`src/rtl/fsmd_job_scheduler.sv`:
```
// ---------------------------------------------------------------------------
// fsmd_job_scheduler
//
// Shares a single FSM+D datapath (R1/R2/R3, one adder, one multiplier) among
// NREQ requesters. Each job is won by round-robin arbitration. The winner's
// five operands are latched, and the datapath is stepped through a fixed
// five-step schedule. The final R1 value is then returned together with the
// requester index. The datapath computes (a+b+c)*e mod 2^RWIDTH.
//
// Ports
//   clock, reset        rising-edge clock, synchronous active-high reset
//   req[NREQ]           level request per requester
//   ops_in              packed operands; requester i at [i*5W +: 5W], {a,b,c,d,e}
//   gnt[NREQ]           registered one-hot grant, high for the S0 cycle only
//   a..e                operands latched at the grant edge, drive the datapath
//   sel1..3, ldR1..3    datapath mux selects / load enables (decoded from state)
//   r1_in               datapath R1, captured in WB
//   busy                state != IDLE
//   done, done_id       one-cycle completion pulse and requester index
//   result              captured R1, held until the next completion
//   state               current FSM state (debug)
// ---------------------------------------------------------------------------
module fsmd_job_scheduler #(
  parameter int NREQ   = 4,
  parameter int WIDTH  = 4,
  parameter int RWIDTH = 8
) (
  input  logic                      clock,
  input  logic                      reset,
  input  logic [NREQ-1:0]           req,
  input  logic [NREQ*5*WIDTH-1:0]   ops_in,
  output logic [NREQ-1:0]           gnt,
  output logic [WIDTH-1:0]          a,
  output logic [WIDTH-1:0]          b,
  output logic [WIDTH-1:0]          c,
  output logic [WIDTH-1:0]          d,
  output logic [WIDTH-1:0]          e,
  output logic [1:0]                sel1,
  output logic [1:0]                sel2,
  output logic [1:0]                sel3,
  output logic                      ldR1,
  output logic                      ldR2,
  output logic                      ldR3,
  input  logic [RWIDTH-1:0]         r1_in,
  output logic                      busy,
  output logic                      done,
  output logic [$clog2(NREQ)-1:0]   done_id,
  output logic [RWIDTH-1:0]         result,
  output logic [2:0]                state
);

  localparam int ID_W = $clog2(NREQ);
  localparam int OPW  = 5 * WIDTH;

  typedef enum logic [2:0] {
    IDLE = 3'd0,
    S0   = 3'd1,
    S1   = 3'd2,
    S2   = 3'd3,
    S3   = 3'd4,
    S4   = 3'd5,
    WB   = 3'd6
  } state_e;

  state_e              state_q,   state_d;
  logic [ID_W-1:0]     rr_ptr_q,  rr_ptr_d;
  logic [ID_W-1:0]     cur_id_q,  cur_id_d;
  logic [NREQ-1:0]     gnt_q,     gnt_d;
  logic                done_q,    done_d;
  logic [ID_W-1:0]     done_id_q, done_id_d;
  logic [RWIDTH-1:0]   result_q,  result_d;
  logic [WIDTH-1:0]    a_q, b_q, c_q, d_q, e_q;
  logic [WIDTH-1:0]    a_d, b_d, c_d, d_d, e_d;

  // Arbitration results
  logic                win_vld;
  logic [ID_W-1:0]     win_id;
  logic [ID_W-1:0]     scan_idx;
  logic [ID_W-1:0]     next_ptr;
  logic [OPW-1:0]      win_ops;

  // -------------------------------------------------------------------------
  // Round-robin arbiter: scan upward from rr_ptr with wrap and take the first
  // set request bit. The index is advanced with an explicit wrap so that
  // NREQ values that are not powers of two also wrap correctly.
  // -------------------------------------------------------------------------
  always_comb begin
    win_vld  = 1'b0;
    win_id   = '0;
    scan_idx = rr_ptr_q;
    for (int k = 0; k < NREQ; k++) begin
      if (!win_vld && req[scan_idx]) begin
        win_vld = 1'b1;
        win_id  = scan_idx;
      end
      scan_idx = (scan_idx == ID_W'(NREQ - 1)) ? '0 : scan_idx + 1'b1;
    end
  end

  assign next_ptr = (win_id == ID_W'(NREQ - 1)) ? '0 : win_id + 1'b1;

  // Operand mux for the winning requester
  always_comb begin
    win_ops = '0;
    for (int i = 0; i < NREQ; i++) begin
      if (win_id == ID_W'(i)) begin
        win_ops = ops_in[i*OPW +: OPW];
      end
    end
  end

  // -------------------------------------------------------------------------
  // Next-state and next-output logic
  // -------------------------------------------------------------------------
  always_comb begin
    state_d   = state_q;
    rr_ptr_d  = rr_ptr_q;
    cur_id_d  = cur_id_q;
    gnt_d     = '0;
    done_d    = 1'b0;
    done_id_d = done_id_q;
    result_d  = result_q;
    a_d       = a_q;
    b_d       = b_q;
    c_d       = c_q;
    d_d       = d_q;
    e_d       = e_q;

    case (state_q)
      IDLE: begin
        // Operands are sampled only here, at the grant edge.
        if (win_vld) begin
          state_d  = S0;
          gnt_d    = NREQ'(1) << win_id;
          cur_id_d = win_id;
          rr_ptr_d = next_ptr;
          {a_d, b_d, c_d, d_d, e_d} = win_ops;
        end
      end
      S0: state_d = S1;
      S1: state_d = S2;
      S2: state_d = S3;
      S3: state_d = S4;
      S4: state_d = WB;
      WB: begin
        result_d  = r1_in;
        done_d    = 1'b1;
        done_id_d = cur_id_q;
        state_d   = IDLE;
      end
      // The unused encoding falls back to IDLE.
      default: state_d = IDLE;
    endcase
  end

  // -------------------------------------------------------------------------
  // State and registered outputs
  // -------------------------------------------------------------------------
  always_ff @(posedge clock) begin
    if (reset) begin
      state_q   <= IDLE;
      rr_ptr_q  <= '0;
      cur_id_q  <= '0;
      gnt_q     <= '0;
      done_q    <= 1'b0;
      done_id_q <= '0;
      result_q  <= '0;
      a_q       <= '0;
      b_q       <= '0;
      c_q       <= '0;
      d_q       <= '0;
      e_q       <= '0;
    end else begin
      state_q   <= state_d;
      rr_ptr_q  <= rr_ptr_d;
      cur_id_q  <= cur_id_d;
      gnt_q     <= gnt_d;
      done_q    <= done_d;
      done_id_q <= done_id_d;
      result_q  <= result_d;
      a_q       <= a_d;
      b_q       <= b_d;
      c_q       <= c_d;
      d_q       <= d_d;
      e_q       <= e_d;
    end
  end

  // -------------------------------------------------------------------------
  // Datapath control, decoded directly from the current state.
  //   S0: R1=a,       R2=c
  //   S1: R1=R1+R2,   R3=d
  //   S2: R2=R2+R3,   R3=b
  //   S3: R1=R1+R3,   R2=R1*R2, R3=e
  //   S4: R1=R1*R3    -> (a+b+c)*e
  // The R2 updates in S2/S3 are not needed for the result. They are part
  // of the fixed schedule that the datapath expects.
  // -------------------------------------------------------------------------
  always_comb begin
    sel1 = 2'b00;
    sel2 = 2'b00;
    sel3 = 2'b00;
    ldR1 = 1'b0;
    ldR2 = 1'b0;
    ldR3 = 1'b0;
    case (state_q)
      S0: begin
        sel1 = 2'b11;
        sel2 = 2'b10;
        ldR1 = 1'b1;
        ldR2 = 1'b1;
      end
      S1: begin
        sel1 = 2'b10;
        sel3 = 2'b01;
        ldR1 = 1'b1;
        ldR3 = 1'b1;
      end
      S2: begin
        sel2 = 2'b01;
        sel3 = 2'b10;
        ldR2 = 1'b1;
        ldR3 = 1'b1;
      end
      S3: begin
        sel1 = 2'b01;
        sel2 = 2'b00;
        sel3 = 2'b00;
        ldR1 = 1'b1;
        ldR2 = 1'b1;
        ldR3 = 1'b1;
      end
      S4: begin
        sel1 = 2'b00;
        ldR1 = 1'b1;
      end
      default: begin
        sel1 = 2'b00;
      end
    endcase
  end

  assign gnt     = gnt_q;
  assign a       = a_q;
  assign b       = b_q;
  assign c       = c_q;
  assign d       = d_q;
  assign e       = e_q;
  assign busy    = (state_q != IDLE);
  assign done    = done_q;
  assign done_id = done_id_q;
  assign result  = result_q;
  assign state   = state_q;

endmodule

```
`config.mk`:
```
export PLATFORM = sky130hd
export DESIGN_NAME = fsmd_job_scheduler
export DESIGN_NICKNAME = d
export VERILOG_FILES = /design/src/rtl/fsmd_job_scheduler.sv
export SDC_FILE = /design/constraint.sdc
export NUM_CORES = 1
export LEC_CHECK = 0
export ABC_AREA = 0
export CAP_MARGIN = 10
export CORE_AREA = 4 4 87 89
export CTS_CLUSTER_SIZE = 8
export DETAILED_ROUTE_END_ITERATION = 8
export DIE_AREA = 0 0 91 93
export MAX_ROUTING_LAYER = met4
export PLACE_DENSITY = 0.76
export SLEW_MARGIN = 20
export SYNTH_ARGS = -nofsm -noshare
export SYNTH_HDL_FRONTEND = slang
export SYNTH_SLANG_ARGS = --single-unit
```
`constraint.sdc`:
```
create_clock -name clock -period 4.25 [get_ports clock]
set_input_delay 0.85 -clock clock [delete_from_list [all_inputs] [get_ports clock]]
set_output_delay 0.85 -clock clock [all_outputs]
set_load 0.005 [all_outputs]
```
After elaboration in Yosys (flattened, before gate mapping)
Cells that the tools add are included.
- bits in registers: 42
- input port bits: 94
- output and inout bits: 48
- word-level logic and storage cells: 83
- add/sub/neg operators: 4
- magnitude comparators: 4
- equality and inequality tests: 13
- shift operators: 1
- muxes and demuxes: 33
- bitwise operators: 2
- reductions and logical operators: 14
- operator list (kind ; count):
    20-bit 2-to-1 mux ; 4
    3-bit one-hot mux with 6 select lines ; 1
    2-bit 2-to-1 mux ; 8
    2-bit by 3-bit less-than comparator with 1-bit output (second input constant) ; 4
    1-bit 2-to-1 mux ; 12
    2-bit equality test (second input constant) ; 5
    3-bit equality test (second input constant) ; 3
    3-bit OR reduction ; 3
    2-bit by 1-bit adder with 2-bit output (second input constant) ; 4
    1-bit binary-select mux with 2-bit select ; 4
    2-bit one-hot mux with 2 select lines ; 2
    3-bit by 2-bit equality test with 1-bit output (second input constant) ; 2
    2-bit one-hot mux with 3 select lines ; 1
    4-bit OR reduction ; 1
    1-bit by 2-bit left shift with 4-bit output (first input constant) ; 1
    3-bit by 1-bit equality test with 1-bit output (second input constant) ; 1
    1-bit logical AND ; 3
    1-bit logical NOT ; 3
    3-bit logical NOT ; 1
    3-bit 2-to-1 mux ; 1
    3-bit nonzero test ; 1
    2-bit by 1-bit equality test with 1-bit output (second input constant) ; 1
    2-bit logical NOT ; 1
    2-bit != test (second input constant) ; 1
    other kinds (2) ; 3

Depth between registers and ports, before layout
Gate-level depths: netlist (run 1).
- depth after elaboration: 17
- gate-level depth with buffers: 16
- depth with buffers taken out: 12

Worst setup path before layout (run 1)
Ideal clock, no wire load.
- path kind: input to register
- from: input req[2]
- to: register a_q[0] (netlist: a[0])
- setup time: 86 ps
- data arrival time: 3481 ps
- data required time: 4164 ps
- slack: 683 ps
- cell stages on the path: 13
- path buffers: 3
- path through: buf_4 -> mux2_2 -> mux2_4 -> or4_4 -> o21ai_4 -> ha_1 -> nor2b_1 -> clkbuf_1 -> clkbuf_1 -> a221oi_1 -> nor3_1 -> a21oi_1 -> a211oi_1
- cells in the longest elaborated chain, start to end: 17
- elaborated cells between the ends (all ways): 31
- those cells by class: 3 x eq/ne; 20 x mux; 8 x reduce/logical
- RTL lines (what ; line ; source):
    start: declaration ; 30 ; input logic [NREQ-1:0] req,
    1-bit binary-select mux with 2-bit select ; 92 ; if (!win_vld && req[scan_idx]) begin
    1-bit 2-to-1 mux (not written as such) ; 92 ;
    1-bit 2-to-1 mux ; 92 ;
    1-bit logical NOT ; 92 ;
    1-bit logical AND ; 92 ;
    1-bit 2-to-1 mux ; 92 ;
    1-bit logical NOT ; 92 ;
    1-bit logical AND ; 92 ;
    1-bit 2-to-1 mux ; 92 ;
    1-bit logical NOT ; 92 ;
    1-bit logical AND ; 92 ;
    2-bit 2-to-1 mux ; 92 ;
    2-bit logical NOT ; 106 ; if (win_id == ID_W'(i)) begin
    20-bit 2-to-1 mux (4 in a row) ; 106 ;
    end signal: assignment ; 168 ; a_q <= '0;
    end signal: assignment ; 181 ; a_q <= a_d;
    end: declaration ; 72 ; logic [WIDTH-1:0] a_q, b_q, c_q, d_q, e_q;
Several ways; a longest one is shown, not always the timed one. The select of a mux whose other input is x is not followed.
A chain may end at the register's enable or synchronous reset.

Worst setup path in the final report (run 1)
- from: input req[2]
- to: register e_q[2] (netlist: e[2])
- cells in the longest elaborated chain, start to end: 17
- elaborated cells between the ends (all ways): 31
- those cells by class: 3 x eq/ne; 20 x mux; 8 x reduce/logical
- RTL lines (what ; line ; source):
    1-bit binary-select mux with 2-bit select ; 92 ;
    1-bit 2-to-1 mux (not written as such) ; 92 ;
    1-bit 2-to-1 mux ; 92 ;
    1-bit logical NOT ; 92 ;
    1-bit logical AND ; 92 ;
    1-bit 2-to-1 mux ; 92 ;
    1-bit logical NOT ; 92 ;
    1-bit logical AND ; 92 ;
    1-bit 2-to-1 mux ; 92 ;
    1-bit logical NOT ; 92 ;
    1-bit logical AND ; 92 ;
    2-bit 2-to-1 mux ; 92 ;
    2-bit logical NOT ; 106 ;
    20-bit 2-to-1 mux (4 in a row) ; 106 ;
    end signal: assignment ; 172 ; e_q <= '0;
    end signal: assignment ; 185 ; e_q <= e_d;
    end: declaration ; 72 ;
Several ways; a longest one is shown, not always the timed one. The select of a mux whose other input is x is not followed.

==> summary.md, run 1 <==
| Metric | Value |
|---|---|
| Status | complete, no violations |
| Worst clock skew | 0.01017 ns |
| Nets | 540 |
| Root Driver | clkbuf_8 |
| Core area | about 6800 µm² |
| Die width | around 91 µm |
| Port buffer count | 141 |
| Post-cts sizing count | 0 |
| Unrepaired setup endpoints after global routing | no |
| Final ANT Viol Nets | 0 |
| Iteration-0 DRC Markers | roughly 180 |
| RD Place Congestion | between 0.8 and 0.9 |
| Synth Net Count | 412 |
| CTS tree | yes |
| Final WS setup | around 0.51 ns |
| Mapped Area | 2575 µm² |
| CP max stage delay | about 0.56 ns |
| Initial antenna violation count | 0 |
| Slew Limit Fails | 0 |
| Worst-path clk slew | 0.09 ns |
| Avg WL per Cell | 15.64 µm |
| Clock Tree Buf Depth | 2 |
| Skew-Pair Late Insertion Delay | 0.29 ns |
| Fin crit period | 3.742 ns |
| Critical path buffers and inverters | 2 |
| Fin Setup TNS | 0 ns |
| Leakage | 1.571 nW |
| IO Count | around 140 |
| CP Capture Type | flop |
| Fin. Hold Viols | 0 |
| Slew headroom | 36.36% |
| Grt total ovfl | 0 |
| IR drop worst, VDD | 0.4354 mV |
| Critical path type | input port to flop |
| Max cap viols | 0 |
| Critical path origin | req[2] |
| Synth warn | 0 |
| Sequential cell area fraction in the yosys report | 32.65% |
| Post-detail-place hpwl | 6.375 mm |
| Die H | 93 µm |
| Critical Path RT | approximately 4.5 ns |
| All-layer global routing usage | 19.14% |
| Distinct cells, synth | 49 |
| CTS H-tree depth | 2 |
| Worst Path Arrival | 3.96 ns |
| Num CTS Buffers | 5 |
| R2R Path Start | rr_ptr_q[1] |
| Startpoint types | input port |
| Area grow syn2layout | 59.52% |
| First-pass GRT wire length | 13.09 mm |
| Starting Density | around two fifths |
| Diode count | 0 |
| Total wire length | 8.163 mm |
| Setup-failing EPs final | 0 |
| Tightest Pin Transition | between 0.9 and 1 ns |
| Largest net degree at the start of global routing | 41 |
| Site row count | 30 |
| Crit share post-route | 88.05% |
| Die area | 8463 µm² |
| DR pass1 iterations | 4 |
| Yosys reg bits | 42 |
| Number of remaining DRC errors | 0 |
| Place WS | 0.2674 ns |
| Delay-heaviest family, CP | simple AND/OR/NAND/NOR gates |
| CTS Hold Bufs | 0 |
| Via count | between 2,000 and 3,000 |
| Pwr Total | 2.615 mW |
| Vias in the first global route | 2,771 |
| HP Class | flop to flop |
| Pwr dens | between 600 and 700 nW/µm² |
| CP cell instances | clkdlybuf4s50_1 > mux2_2 > mux2_4 > or4_4 > o21ai_4 > ha_1 > nor2b_1 > buf_4 > a221oi_1 > nor3_1 > a21oi_1 > a211oi_2 |
| Fmax | ~0.27 GHz |
| Share of cells above drive strength 1 | 7.919% |
| Post-CTS Setup Bufs | 0 |
| Sink Count | 42 |
| Critical Path Fanout Max | 19 |
| Slowest-stage cell, CP | clkdlybuf4s50_1 |
| Hold_sp | result[7] |
| Synth Area per Inst | 8.227 µm² |
| Mapped Cells | approximately 310 |
| Post-DR vias/cell | around 5.5 |
==> Yosys cell counts, drive strengths merged <==
master   count  area, µm²
a21boi       1      7.510
a221oi      19      166.4
maj3         2      20.02
a211oi      19      157.7
o21a         3      22.52
nor3b        4      40.03
nand2        5      18.77
inv         12      45.04
o22ai        3      18.77
a2111oi      2      36.29
mux2i       14      140.1
nor3        26      135.1
and2b        1      8.760
nand3b       1      7.510
or3          2      12.51
mux2         4      48.79
o31a         1      8.760
a31oi        2      12.51
o211a        1      10.01
nand2b       7      43.79
xnor2        1      8.760
dfxtp       42      840.8
clkbuf      20      85.08
nor2b        1      6.260
nor4b        2      17.52
a311oi       2      17.52
a21oi       44      220.2
buf         11      78.82
nand3        3      15.01
ha           5      62.56
o211ai       5      37.54
a211o        1      8.760
o21ai        8      51.30
or4          1      11.26
or2          2      12.52
o41ai        1      8.760
nor2        35      131.4
==> area by class of cell <==
cell class,instances,area [µm²]
fill,592,2649
sequential,42,840.8
clock inverter,3,25.02
multi-input combinational,228,1534
clock buffer,5,68.82
tap,80,100.1
inverter,12,45.04
timing repair buffer,152,1494
==> worst reg2reg max path, stage by stage, from the launching register on <==
cell      delay, ns
dfxtp_1        0.38
ha_1           0.53
mux2_2         0.43
mux2_4         0.28
or4_4          0.49
o21ai_4        0.12
ha_1           0.22
nor2b_1        0.14
buf_4          0.24
a221oi_1       0.11
nor3_1         0.27
a21oi_1        0.10
a211oi_2       0.22
==> state kept, by name, summed over array words and instances, names as in the netlist <==
name      count
c             4
d             4
done          1
e             4
gnt           4
cur_id_q      2
state         3
done_id       2
rr_ptr_q      2
b             4
a             4
result        8
==> per-stage QoR <==
stage	instance area [µm²]	utilization, %	instances	hold WS (ns)
6_report	4108	60.80	522	0.4991
5_1_grt	4108	60.80	522	0.5301
4_1_cts	4108	60.80	522	0.5026
3_5_place_dp	4014	59.41	514	0.4843
3_3_place_gp	4014	59.41	514	0.4713
2_1_floorplan	2575	-	313	0.4587
==> cell families after synthesis <==
kind of cell               synth area share, %
adders and majority gates                3.207
xor gates and xnor gates                0.3402
buffers and inverters                    8.114
DFF                                      32.65
AOI/OAI and AO/OA                        30.47
and+or+nand+nor                          17.88
muxes                                    7.337
==> routing by layer <==
layer | GRT usage [%] | vias up | part of all wire (%)
met5 | - | - | 0
li1 | - | 1422 | -
met2 | 32.00 | 126 | 48
met3 | 3.218 | 14 | 7.0
met1 | 23.15 | 1292 | 42
met4 | 7.538 | 0 | 2.5
==> report_power, final <==
part / internal (mW) / switching (mW) / total [mW]
combinational: 0.843 / 0.942 / 1.79
clock: 0.119 / 0.147 / 0.265
sequential: 0.497 / 0.0683 / 0.565
total: 1.46 / 1.16 / 2.62
==> path summary, 6_finish.rpt <==
check	endpoint	slack, ns	cells after the start
worst min-delay path	result[7]	0.50	2
worst max-delay path	e[2]	0.51	12
worst min register to register	result[7]	0.50	2
worst max register to register	e[2]	0.64	12
==> placed cells by master (no fill, tap or decap), types with 2 or more instances in the layout <==
master	netlist	final
or3_1	2	2
nand2b_1	7	7
mux2_2	3	3
nor3b_2	2	2
a31oi_1	2	2
maj3_1	2	2
clkdlybuf4s50_1	0	141
nand2_1	5	5
dfxtp_1	42	42
ha_1	5	5
nor4b_1	2	2
inv_1	12	12
clkbuf_8	1	5
mux2i_1	14	14
a221oi_1	19	19
nor3_1	25	25
a211oi_1	16	16
o22ai_1	3	3
a311oi_1	2	2
nor3b_1	2	2
o21ai_0	6	6
o211ai_1	5	5
nor2_1	35	34
a21oi_1	44	44
buf_4	1	11
nand3_1	3	3
o21a_1	3	3
a211oi_2	3	3
Power figures use the tool's default switching activity.
==> run 2: changes to the inputs <==
--- a/config.mk
+++ b/config.mk
@@ -7,5 +7,5 @@
 export LEC_CHECK = 0
 export ABC_AREA = 0
-export CAP_MARGIN = 10
+export CAP_MARGIN = 25
 export CORE_AREA = 4 4 87 89
 export CTS_CLUSTER_SIZE = 8
==> constraint.sdc (replaced) <==
create_clock -name clock -period 4.25 [get_ports clock]
set_input_delay 1.0625 -clock clock [delete_from_list [all_inputs] [get_ports clock]]
set_output_delay 1.0625 -clock clock [all_outputs]
set_load 0.005 [all_outputs]
==> run 2 against run 1 <==
  * Largest cell class unchanged
  * Register-to-register slack is essentially flat
  * Routed wire length grew 1.2%
  * Design area grew 1.5%
  * Hold slack lost 0.0017 ns
  * Sequential share of layout area shrank 0.30 points
  * Critical path depth grew 1
  * Power grew 3.5%
  * Global-route usage grew 0.51 points
  * Core utilization grew 0.91 points
  * Sequential power is essentially flat
  * Final cell count grew 0.96%
  * Die area is the same
==> summary.md, run 2 (synthesis gave the netlist of run 1 again) <==
| Metric | Value |
|---|---|
| CP Capture Type | flop |
| Via count | 2,852 |
| Tightest Pin Transition | 0.6726 ns |
| Initial antenna violation count | 0 |
| Fmax | 0.2555 GHz |
| Total wire length | between 8 and 9 mm |
| Status | complete, no violations |
| CTS Hold Bufs | 0 |
| Num CTS Buffers | 5 |
| Commonest non-fill, non-tap cell in the layout | clkdlybuf4s50_1 |
| HP Class | flop to flop |
| Pwr dens | 649.5 nW/µm² |
| CTS H-tree depth | 2 |
| Avg WL per Cell | 15.67 µm |
| Fin crit period | 3.913 ns |
| DR pass1 iterations | 4 |
| Filler cells | 615 |
| Max reg flops | 8 |
| RD Place Congestion | between 0.9 and 1 |
| Worst Path Arrival | 4.15 ns |
| Leakage | 1.607 nW |
| Fin Hold WS | slightly below 0.5 ns |
| Grt total ovfl | 0 |
| Core area | 6756 µm² |
| Slew headroom | between 50% and 60% |
| First-pass GRT wire length | between 10 and 15 mm |
| Worst Hold Depth | 2 |
| Die H | 93 µm |
| Critical Path RT | about 4.5 ns |
| Final Util | 61.70% |
| Port buffer count | between 100 and 150 |
| Die width | 91 µm |
| Unrepaired setup endpoints after global routing | no |
| Worst clock skew | 0.01071 ns |
| Commonest cells after routing, fill and taps aside | clkdlybuf4s50_1, a21oi_1, dfxtp_1 |
| Non-filler instance count after layout | about 530 |
| Nets | 545 |
| Post-Place Cells | 519 |
| Clock Tree Buf Depth | 2 |
| Diode count | 0 |
| Vias in the first global route | about 2,800 |
| Starting Density | approximately two fifths |
| Final ANT Viol Nets | 0 |
| Sink Count | 42 |
| Site row count | 30 |
| Critical path type | input port to flop |
| Iteration-0 DRC Markers | between 200 and 250 |
| Fin Setup TNS | 0 ns |
| Startpoint types | input port |
| Fin. Hold Viols | 0 |
| Area grow syn2layout | 61.90% |
| Post-cts sizing count | 0 |
| CTS tree | yes |
| Max cap viols | 0 |
| Skew-Pair Late Insertion Delay | around 0.3 ns |
| IO Count | 142 |
| Root Driver | clkbuf_8 |
| Final WS setup | 0.3365 ns |
| Worst-path clk slew | 0.09 ns |
| Share of cells above drive strength 1 | 8.949% |
| Setup-failing EPs final | 0 |
| Die area | 8463 µm² |
| Critical Path Fanout Max | 8 |
| Slew Limit Fails | 0 |
| Place WS | 0.04197 ns |
| IR drop worst, VDD | 0.3050 mV |
| FF-to-FF path depth | 13 |
| Post-CTS Setup Bufs | 0 |
| Post-detail-place hpwl | about 6.4 mm |
| Number of remaining DRC errors | 0 |
| All-layer global routing usage | 19.66% |
| Largest net degree at the start of global routing | 40 |
| Crit share post-route | 92.08% |
| Post-DR vias/cell | 5.412 |
-- run 2: cell count changes in the layout (fill, tap and decap cells not counted) --
cell and delta:
inv_6 -1, bufinv_16 +1, clkinv_4 -1, buf_4 +5, inv_8 +1
-- run 2: layout make-up --
type | instances | area (µm²) | share of cell area (%)
Tap cell | 80 | 100.1 | 2.401
Clock buffer | 5 | 68.82 | 1.651
Sequential cell | 42 | 840.8 | 20.17
Timing Repair Buffer | 157 | 1531 | 36.73
Clock inverter | 3 | 48.80 | 1.170
Inverter | 12 | 45.04 | 1.080
Multi-Input combinational cell | 228 | 1534 | 36.79
-- run 2: stage by stage --
stage | power [mW] | instance area [µm²]
2_1_floorplan | 1.795 | 2575
3_3_place_gp | 2.346 | 4051
3_5_place_dp | 2.389 | 4051
4_1_cts | 2.725 | 4169
5_1_grt | 2.959 | 4169
6_report | 2.708 | 4169
-- run 2: per-layer routing --
layer	share of wire, %	GRT usage [%]	vias to the layer above
li1	-	-	1428
met1	43	23.69	1309
met2	50	33.78	109
met3	6.4	4.264	6
met4	0.90	4.523	0
met5	0	-	-
-- run 2: worst max-delay path, stage by stage --
cell and delay (ns):
clkdlybuf4s50_1 0.49, mux2i_1 0.31, mux2i_1 0.26, or4_4 0.58, o21ai_4 0.13, inv_1 0.10
ha_1 0.21, inv_1 0.18, buf_4 0.19, nor2_1 0.05, nor3_1 0.27, a21oi_1 0.11
a211oi_2 0.22
-- run 2: worst paths after layout --
kind | from | to | slack, ns
min | cur_id_q[0] | cur_id_q[0] | 0.50
max reg2reg | rr_ptr_q[1] | e[2] | 0.63
min reg2reg | cur_id_q[0] | cur_id_q[0] | 0.50
max | req[1] | e[2] | 0.34
-- run 2: report_power, final --
group / internal (mW) / switching (mW) / leakage (nW)
sequential: 0.496 / 0.0672 / 0.345
combinational: 0.862 / 0.949 / 1.21
clock: 0.179 / 0.153 / 0.0563
total: 1.54 / 1.17 / 1.61
